### config.mk
export PLATFORM = sky130hd
export DESIGN_NAME = nibble_pack_ctrl
export DESIGN_NICKNAME = d
export VERILOG_FILES = /design/src/rtl/nibble_pack_ctrl.sv
export SDC_FILE = /design/constraint.sdc
export NUM_CORES = 1
export LEC_CHECK = 0
export ABC_CLOCK_PERIOD_IN_PS = 3650
export CORE_AREA = 5 5 103 105
export CTS_BUF_LIST = sky130_fd_sc_hd__clkbuf_8
export DETAILED_ROUTE_END_ITERATION = 12
export DIE_AREA = 0 0 108 110
export GPL_ROUTABILITY_DRIVEN = 0
export PLACE_DENSITY = 0.88
export SLEW_MARGIN = 20
export SYNTH_ARGS = -nofsm -noshare
export SYNTH_HDL_FRONTEND = slang
export SYNTH_SLANG_ARGS = --single-unit
export TNS_END_PERCENT = 20
### constraint.sdc
create_clock -name pclk -period 3.65 [get_ports pclk]
set_input_delay 0.9125 -clock pclk [delete_from_list [all_inputs] [get_ports pclk]]
set_output_delay 0.9125 -clock pclk [all_outputs]
set_load 0.01 [all_outputs]
### src/rtl/nibble_pack_ctrl.sv
// Nibble-to-word packing controller: gathers NUM_NIB LSB/MSB nibble pairs over a
// valid/ready handshake and presents the packed word pair over a second handshake.
module nibble_pack_ctrl #(
    parameter int NIB_W      = 4,
    parameter int NUM_NIB    = 8,
    parameter int AUTO_REARM = 0,
    localparam int WORD_W    = NIB_W * NUM_NIB,
    localparam int CNT_W     = (NUM_NIB > 1) ? $clog2(NUM_NIB) : 1
) (
    input  logic              pclk,
    input  logic              RESET_n,
    input  logic              start,
    input  logic [NIB_W-1:0]  LSBs,
    input  logic [NIB_W-1:0]  MSBs,
    input  logic              pValid,
    output logic              pReady,
    output logic [WORD_W-1:0] chip_value_LSBs,
    output logic [WORD_W-1:0] chip_value_MSBs,
    output logic              word_valid,
    input  logic              word_ready,
    output logic              busy,
    output logic [CNT_W-1:0]  nib_count,
    output logic              err_start,
    input  logic              clr_err
);

    typedef enum logic [1:0] {
        S_IDLE = 2'd0,
        S_FILL = 2'd1,
        S_HOLD = 2'd2
    } state_t;

    localparam logic [CNT_W-1:0] LAST_BEAT = CNT_W'(NUM_NIB - 1);

    state_t              state_q, state_d;
    logic [WORD_W-1:0]   sh_l_q, sh_l_d;
    logic [WORD_W-1:0]   sh_m_q, sh_m_d;
    logic [WORD_W-1:0]   chip_l_q, chip_l_d;
    logic [WORD_W-1:0]   chip_m_q, chip_m_d;
    logic [CNT_W-1:0]    cnt_q, cnt_d;
    logic                err_q, err_d;
    logic [WORD_W-1:0]   sh_l_next;
    logic [WORD_W-1:0]   sh_m_next;

    // New nibbles enter at the top so the first beat ends up in the lowest nibble.
    assign sh_l_next = {LSBs, sh_l_q[WORD_W-1:NIB_W]};
    assign sh_m_next = {MSBs, sh_m_q[WORD_W-1:NIB_W]};

    always_comb begin
        state_d  = state_q;
        sh_l_d   = sh_l_q;
        sh_m_d   = sh_m_q;
        chip_l_d = chip_l_q;
        chip_m_d = chip_m_q;
        cnt_d    = cnt_q;
        err_d    = err_q;

        // A set in the same cycle overrides this clear (assigned later below).
        if (clr_err) begin
            err_d = 1'b0;
        end

        case (state_q)
            S_IDLE: begin
                if (start) begin
                    state_d = S_FILL;
                    sh_l_d  = '0;
                    sh_m_d  = '0;
                    cnt_d   = '0;
                end
            end
            S_FILL: begin
                if (start) begin
                    err_d = 1'b1;
                end
                if (pValid) begin
                    sh_l_d = sh_l_next;
                    sh_m_d = sh_m_next;
                    if (cnt_q == LAST_BEAT) begin
                        chip_l_d = sh_l_next;
                        chip_m_d = sh_m_next;
                        cnt_d    = '0;
                        state_d  = S_HOLD;
                    end else begin
                        cnt_d = cnt_q + 1'b1;
                    end
                end
            end
            S_HOLD: begin
                if (start) begin
                    err_d = 1'b1;
                end
                if (word_ready) begin
                    state_d = (AUTO_REARM != 0) ? S_FILL : S_IDLE;
                    sh_l_d  = '0;
                    sh_m_d  = '0;
                    cnt_d   = '0;
                end
            end
            default: begin
                state_d = S_IDLE;
            end
        endcase
    end

    always_ff @(posedge pclk or negedge RESET_n) begin
        if (!RESET_n) begin
            state_q  <= S_IDLE;
            sh_l_q   <= '0;
            sh_m_q   <= '0;
            chip_l_q <= '0;
            chip_m_q <= '0;
            cnt_q    <= '0;
            err_q    <= 1'b0;
        end else begin
            state_q  <= state_d;
            sh_l_q   <= sh_l_d;
            sh_m_q   <= sh_m_d;
            chip_l_q <= chip_l_d;
            chip_m_q <= chip_m_d;
            cnt_q    <= cnt_d;
            err_q    <= err_d;
        end
    end

    // Handshake outputs are pure decodes of the state register, so no input reaches them.
    assign pReady          = (state_q == S_FILL);
    assign word_valid      = (state_q == S_HOLD);
    assign busy            = (state_q != S_IDLE);
    assign nib_count       = cnt_q;
    assign err_start       = err_q;
    assign chip_value_LSBs = chip_l_q;
    assign chip_value_MSBs = chip_m_q;

endmodule

---- Word level (Yosys, flattened, before mapping) ----
Cells that the tools add are included.
storage, ports and cells
  bits in read-only memories .............. 0
  memories ................................ 0
  memory bits (writable) .................. 0
  bits of input ports ..................... 14
  word-level logic and storage cells ...... 41
  flip-flop bits (word level) ............. 134
  output and inout bits ................... 71
  bits in latches ......................... 0
operators by class
  muxes and demuxes ....................... 19
  eq/ne operators ......................... 7
  multiply operators ...................... 0
  reductions and logical operators ........ 7
  add/sub/neg operators ................... 1
  shift-type cells ........................ 0
  bitwise gates (word level) .............. 0
  $lt $le $gt $ge ......................... 0
  divide/modulo/power cells ............... 0
operator list
  kind                 count
  $pmux 32 s3          2
  $mux 32              4
  $mux 3               4
  $pmux 3 s3           1
  $mux 2               4
  $reduce_and 4->1     2
  $pmux 2 s3           1
  $ne 2x1->1 const B   2
  $ne 2x2->1 const B   2
  $add 3x1->3 const B  1
  $eq 3x3->1 const B   1
  $mux 1               3
  $reduce_and 3->1     1
  $reduce_bool 3->1    1
  $eq 2x1->1 const B   1
  $eq 2x2->1 const B   1
  $logic_not 2->1      1
  $reduce_bool 2->1    1
  $reduce_or 2->1      1

---- Longest topological paths before layout ----
  word-level depth ........................ 4
  gate-level depth with buffers ........... 7
  gate-level depth less buffers ........... 5

---- Worst setup path before layout ----
OpenSTA, ideal clock, no wires.
  kind .................................... input -> register
  start ................................... input pValid
  end ..................................... register cnt_q[0], in the netlist nib_count[0]
  arrival time ............................ 1.846 ns
  path buffers ............................ 1
  data required time ...................... 3.522 ns
  setup slack ............................. 1.677 ns
  setup time .............................. 0.128 ns
  cell stages on the path ................. 4
  path through ............................ nor2b_1 -> nor4_4 -> buf_4 -> mux2_1
between the ends
  cells in the longest elaborated chain, start to end .. 2
RTL lines
  what                        RTL line  RTL
  start, declared             15        input logic pValid,
  $ne 2x2->1 (no line)        -
  $reduce_and 4->1 (no line)  -
  end signal, assigned        121       cnt_q <= cnt_d;
  end, declared               40        logic [CNT_W-1:0] cnt_q, cnt_d;
No other way between the ends.
A chain may end at the register's enable or synchronous reset.

---- Final worst setup path ----
  start ................................... register state_q[1]
  end ..................................... output pReady
between the ends
  cells in the longest elaborated chain, start to end .. 1
RTL lines
  what                    RTL line  RTL
  start, declared         35        state_t state_q, state_d;
  start signal, assigned  116       state_q <= state_d;
  $eq 2x1->1              127       assign pReady = (state_q == S_FILL);
  end, declared           16        output logic pReady,
No other way between the ends.

==> impl_metrics.tcl <==
set metrics [dict create \
    cp_max_fo 7 \
    clockPowerShare 0.309 \
    drc 0 \
    tightest_slew_ps 689.4 \
    antenna-diode-count 0 \
    fmax_ghz 0.3465 \
    max-vdd-ir-drop_mv 0.4808 \
    cts-resized-gates 0 \
    cts.sinks 126 \
    met1_length_microns 4453 \
    wl_met2_microns 5061 \
    synth_edf_count 0 \
    p_per_area_mw_per_mm2 655.3 \
    cts_made_buffers 17 \
    skew_ps 8.690 \
    dr_wl_met3_microns 449 \
    arrival_ps 1970 \
    cp_cell_sequence "inv_1, ha_1, clkdlybuf4s50_1" \
    drt_iter0_drc 183 \
    p_comb_frac 0.271 \
    root_buffer "clkbuf_8" \
    yosysWarnings 0 \
    nets 578 \
    design_area_sq_mm 0.006536 \
    maxCapViolations 0 \
    io_buffers 84 \
    dieArea_sq_mm 0.01188 \
    clk_pin_slew_worst_paths_ps 80 \
    htreeDepth 4 \
    cp-end-kind "output pin" \
    internal-power_mw 2.915 \
    syn_area_per_cell_sq_um 10.81 \
    synth-seq-cells 126 \
    grt_first_pass_wirelength_microns 17160 \
    std_cell_rows 36 \
    critPathLaunchType "flop" \
    grt_setup_unrepaired "false" \
    dr.pass1.iters 5 \
    area_growth_pct 28.39 \
    synth_largest_area_cell "dfrtp_1" \
    syn_area_sq_mm 0.005091 \
    seq_area_frac_synth 0.6193 \
    sequentialPowerShare 0.420 \
    grt_pass1_vias 3664 \
    crit_slowest_cell "clkdlybuf4s50_1" \
    num_io_pins 85 \
    switchingPower_mw 1.368 \
    antenna_found_initial 0 \
    core_area_sq_mm 0.009549 \
    ff_latch_area_sq_mm 0.003153 \
    drt-total-wl_microns 10170 \
    swShare 0.3193 \
    required_ps 2740 \
    post_drt_wl_per_cell_microns 14.49 \
    finalCriticalPeriod_ps 2886 \
    critPathMaxStageDelay_ps 610 \
    via_count 3462 \
    routed.top_layer "met4" \
    finalCritPeriodShare 0.7907 \
    post_cts_buffers 0 \
    worst-path-buf-inv 2 \
    start_util 0.5331 \
    die_height_microns 110 \
    critPathTopFamily "buffers and inverters" \
    synth_ff_type "dfrtp_1" \
    die_width_microns 108 \
    multi_input_area_sq_mm 0.001607 \
    worstSkewPairLatency_ps 430 \
    hp-class "input port to async pin" \
    overflow 0 \
    synth_nets 493 \
    setup_viol 0 \
    placedCellCount 670 \
    status "finished clean" \
    relSlewSlack 0.5404 \
    synthTopCellsByCount "dfrtp_1, nand2_1, inv_1" \
    drive_above_1_share 0.07557 \
    hpwl_microns 6892 \
    synthTopCellsByArea "dfrtp_1, mux2i_1, nand2_1" \
    hold_buffers 0 \
    fill_cells 738 \
    p_leak_nw 3.026 \
    worstSetupPathType "flop to output pin" \
    yosysTopAreaCellShare 0.6193 \
    tns_ps 0 \
    synth_cells 471 \
    async_flop_share 1.000 \
    slew_viol_final 0 \
    synthMostInstantiatedCell "dfrtp_1" \
    cts_buffer_depth 2 \
    place_area_sq_mm 0.006091 \
    hold_viol 0 \
    synth.distinct_cells 20 \
    cts_tree "built" \
    ant_nets 0 \
    vias_per_cell 4.932 \
    grt_max_degree 66 \
    fin_cells 702 \
    track_usage 0.1867 \
]
-- final cells by class --
| cell class | count | share of cell area |
|---|---|---|
| repair buffers | 91 | 0.1420 |
| clock buffers | 17 | 0.03580 |
| flip-flops and latches | 126 | 0.4824 |
| multi-input cells | 257 | 0.2458 |
| clock inverters | 15 | 0.03235 |
| well taps | 133 | 0.02546 |
| inverters | 63 | 0.03618 |
-- layer usage --
| metal | GRT usage | vias up |
|---|---|---|
| met4 | 0.07935 | 0 |
| met3 | 0.05708 | 16 |
| met5 | 0 | - |
| met1 | 0.2237 | 1701 |
| li1 | - | 1671 |
| met2 | 0.3148 | 74 |
-- power groups by stage --
stage / Sequential (mW) / Combinational, mW / Clock, mW
after floorplan: 1.82 / 0.730 / 0
after global placement: 1.81 / 1.12 / 0
after detailed placement: 1.82 / 1.17 / 0
after CTS: 1.80 / 1.17 / 1.36
after global routing: 1.83 / 1.28 / 1.42
final: 1.80 / 1.16 / 1.32
-- per-stage QoR --
| stage | worst slack [ps] | hold slack [ps] | total power [mW] | utilization |
|---|---|---|---|---|
| 6_report | 764.0 | 362.3 | 4.283 | 0.6845 |
| 3_5_place_dp | 771.0 | 474.2 | 2.986 | 0.6378 |
| 5_1_grt | 671.0 | 354.6 | 4.526 | 0.6845 |
| 3_3_place_gp | 860.5 | 463.2 | 2.928 | 0.6378 |
| 4_1_cts | 742.4 | 336.7 | 4.328 | 0.6845 |
| 2_1_floorplan | 1677 | 485.6 | 2.546 | - |
-- cell families (layout without fill, tap and decap cells) --
logic type	Yosys count	after routing	share of synthesized area
DFF	126	126	0.6193
and+or+nand+nor	121	121	0.09511
buffers and inverters	88	186	0.06808
muxes	68	68	0.1362
AOI/OAI and AO/OA	60	60	0.06169
adders and majority gates	8	8	0.01966
-- placed cells by master (no fill, tap or decap) --
master / count
bufinv_16: 4
nand2_1: 115
nand3_4: 1
mux2_1: 10
clkbuf_8: 17
a2111oi_0: 1
clkinvlp_4: 4
inv_1: 63
buf_12: 3
nor3b_1: 1
ha_2: 1
o21ai_0: 5
dfrtp_1: 126
ha_1: 7
clkdlybuf4s50_1: 83
o41ai_1: 1
mux2i_1: 58
inv_6: 3
nor4_4: 1
clkinv_4: 4
nor2b_1: 3
buf_4: 5
o21ai_1: 52
o41a_1: 1
-- sequential cells by signal, indices dropped and copies added (netlist names) --
name,flops
state_q,2
chip_value_MSBs,32
chip_value_LSBs,32
nib_count,3
sh_m_q,28
err_start,1
sh_l_q,28
-- final timing paths --
kind / start / endpoint / slack [ps] / cells after the start
worst max-delay path: state_q[1]$_DFFE_PN0P_ / pReady / 760 / 3
worst min-delay path: RESET_n / sh_l_q[23]$_DFFE_PN0P_ / 360 / 1
worst max register to register: state_q[1]$_DFFE_PN0P_ / chip_value_LSBs[30]$_DFFE_PN0P_ / 1400 / 5
worst min register to register: chip_value_MSBs[7]$_DFFE_PN0P_ / chip_value_MSBs[7]$_DFFE_PN0P_ / 480 / 2
max in group asynchronous: RESET_n / sh_m_q[23]$_DFFE_PN0P_ / 2290 / 2
min in group pclk: chip_value_MSBs[7]$_DFFE_PN0P_ / chip_value_MSBs[7]$_DFFE_PN0P_ / 480 / 2
Power figures use the tool's default switching activity.
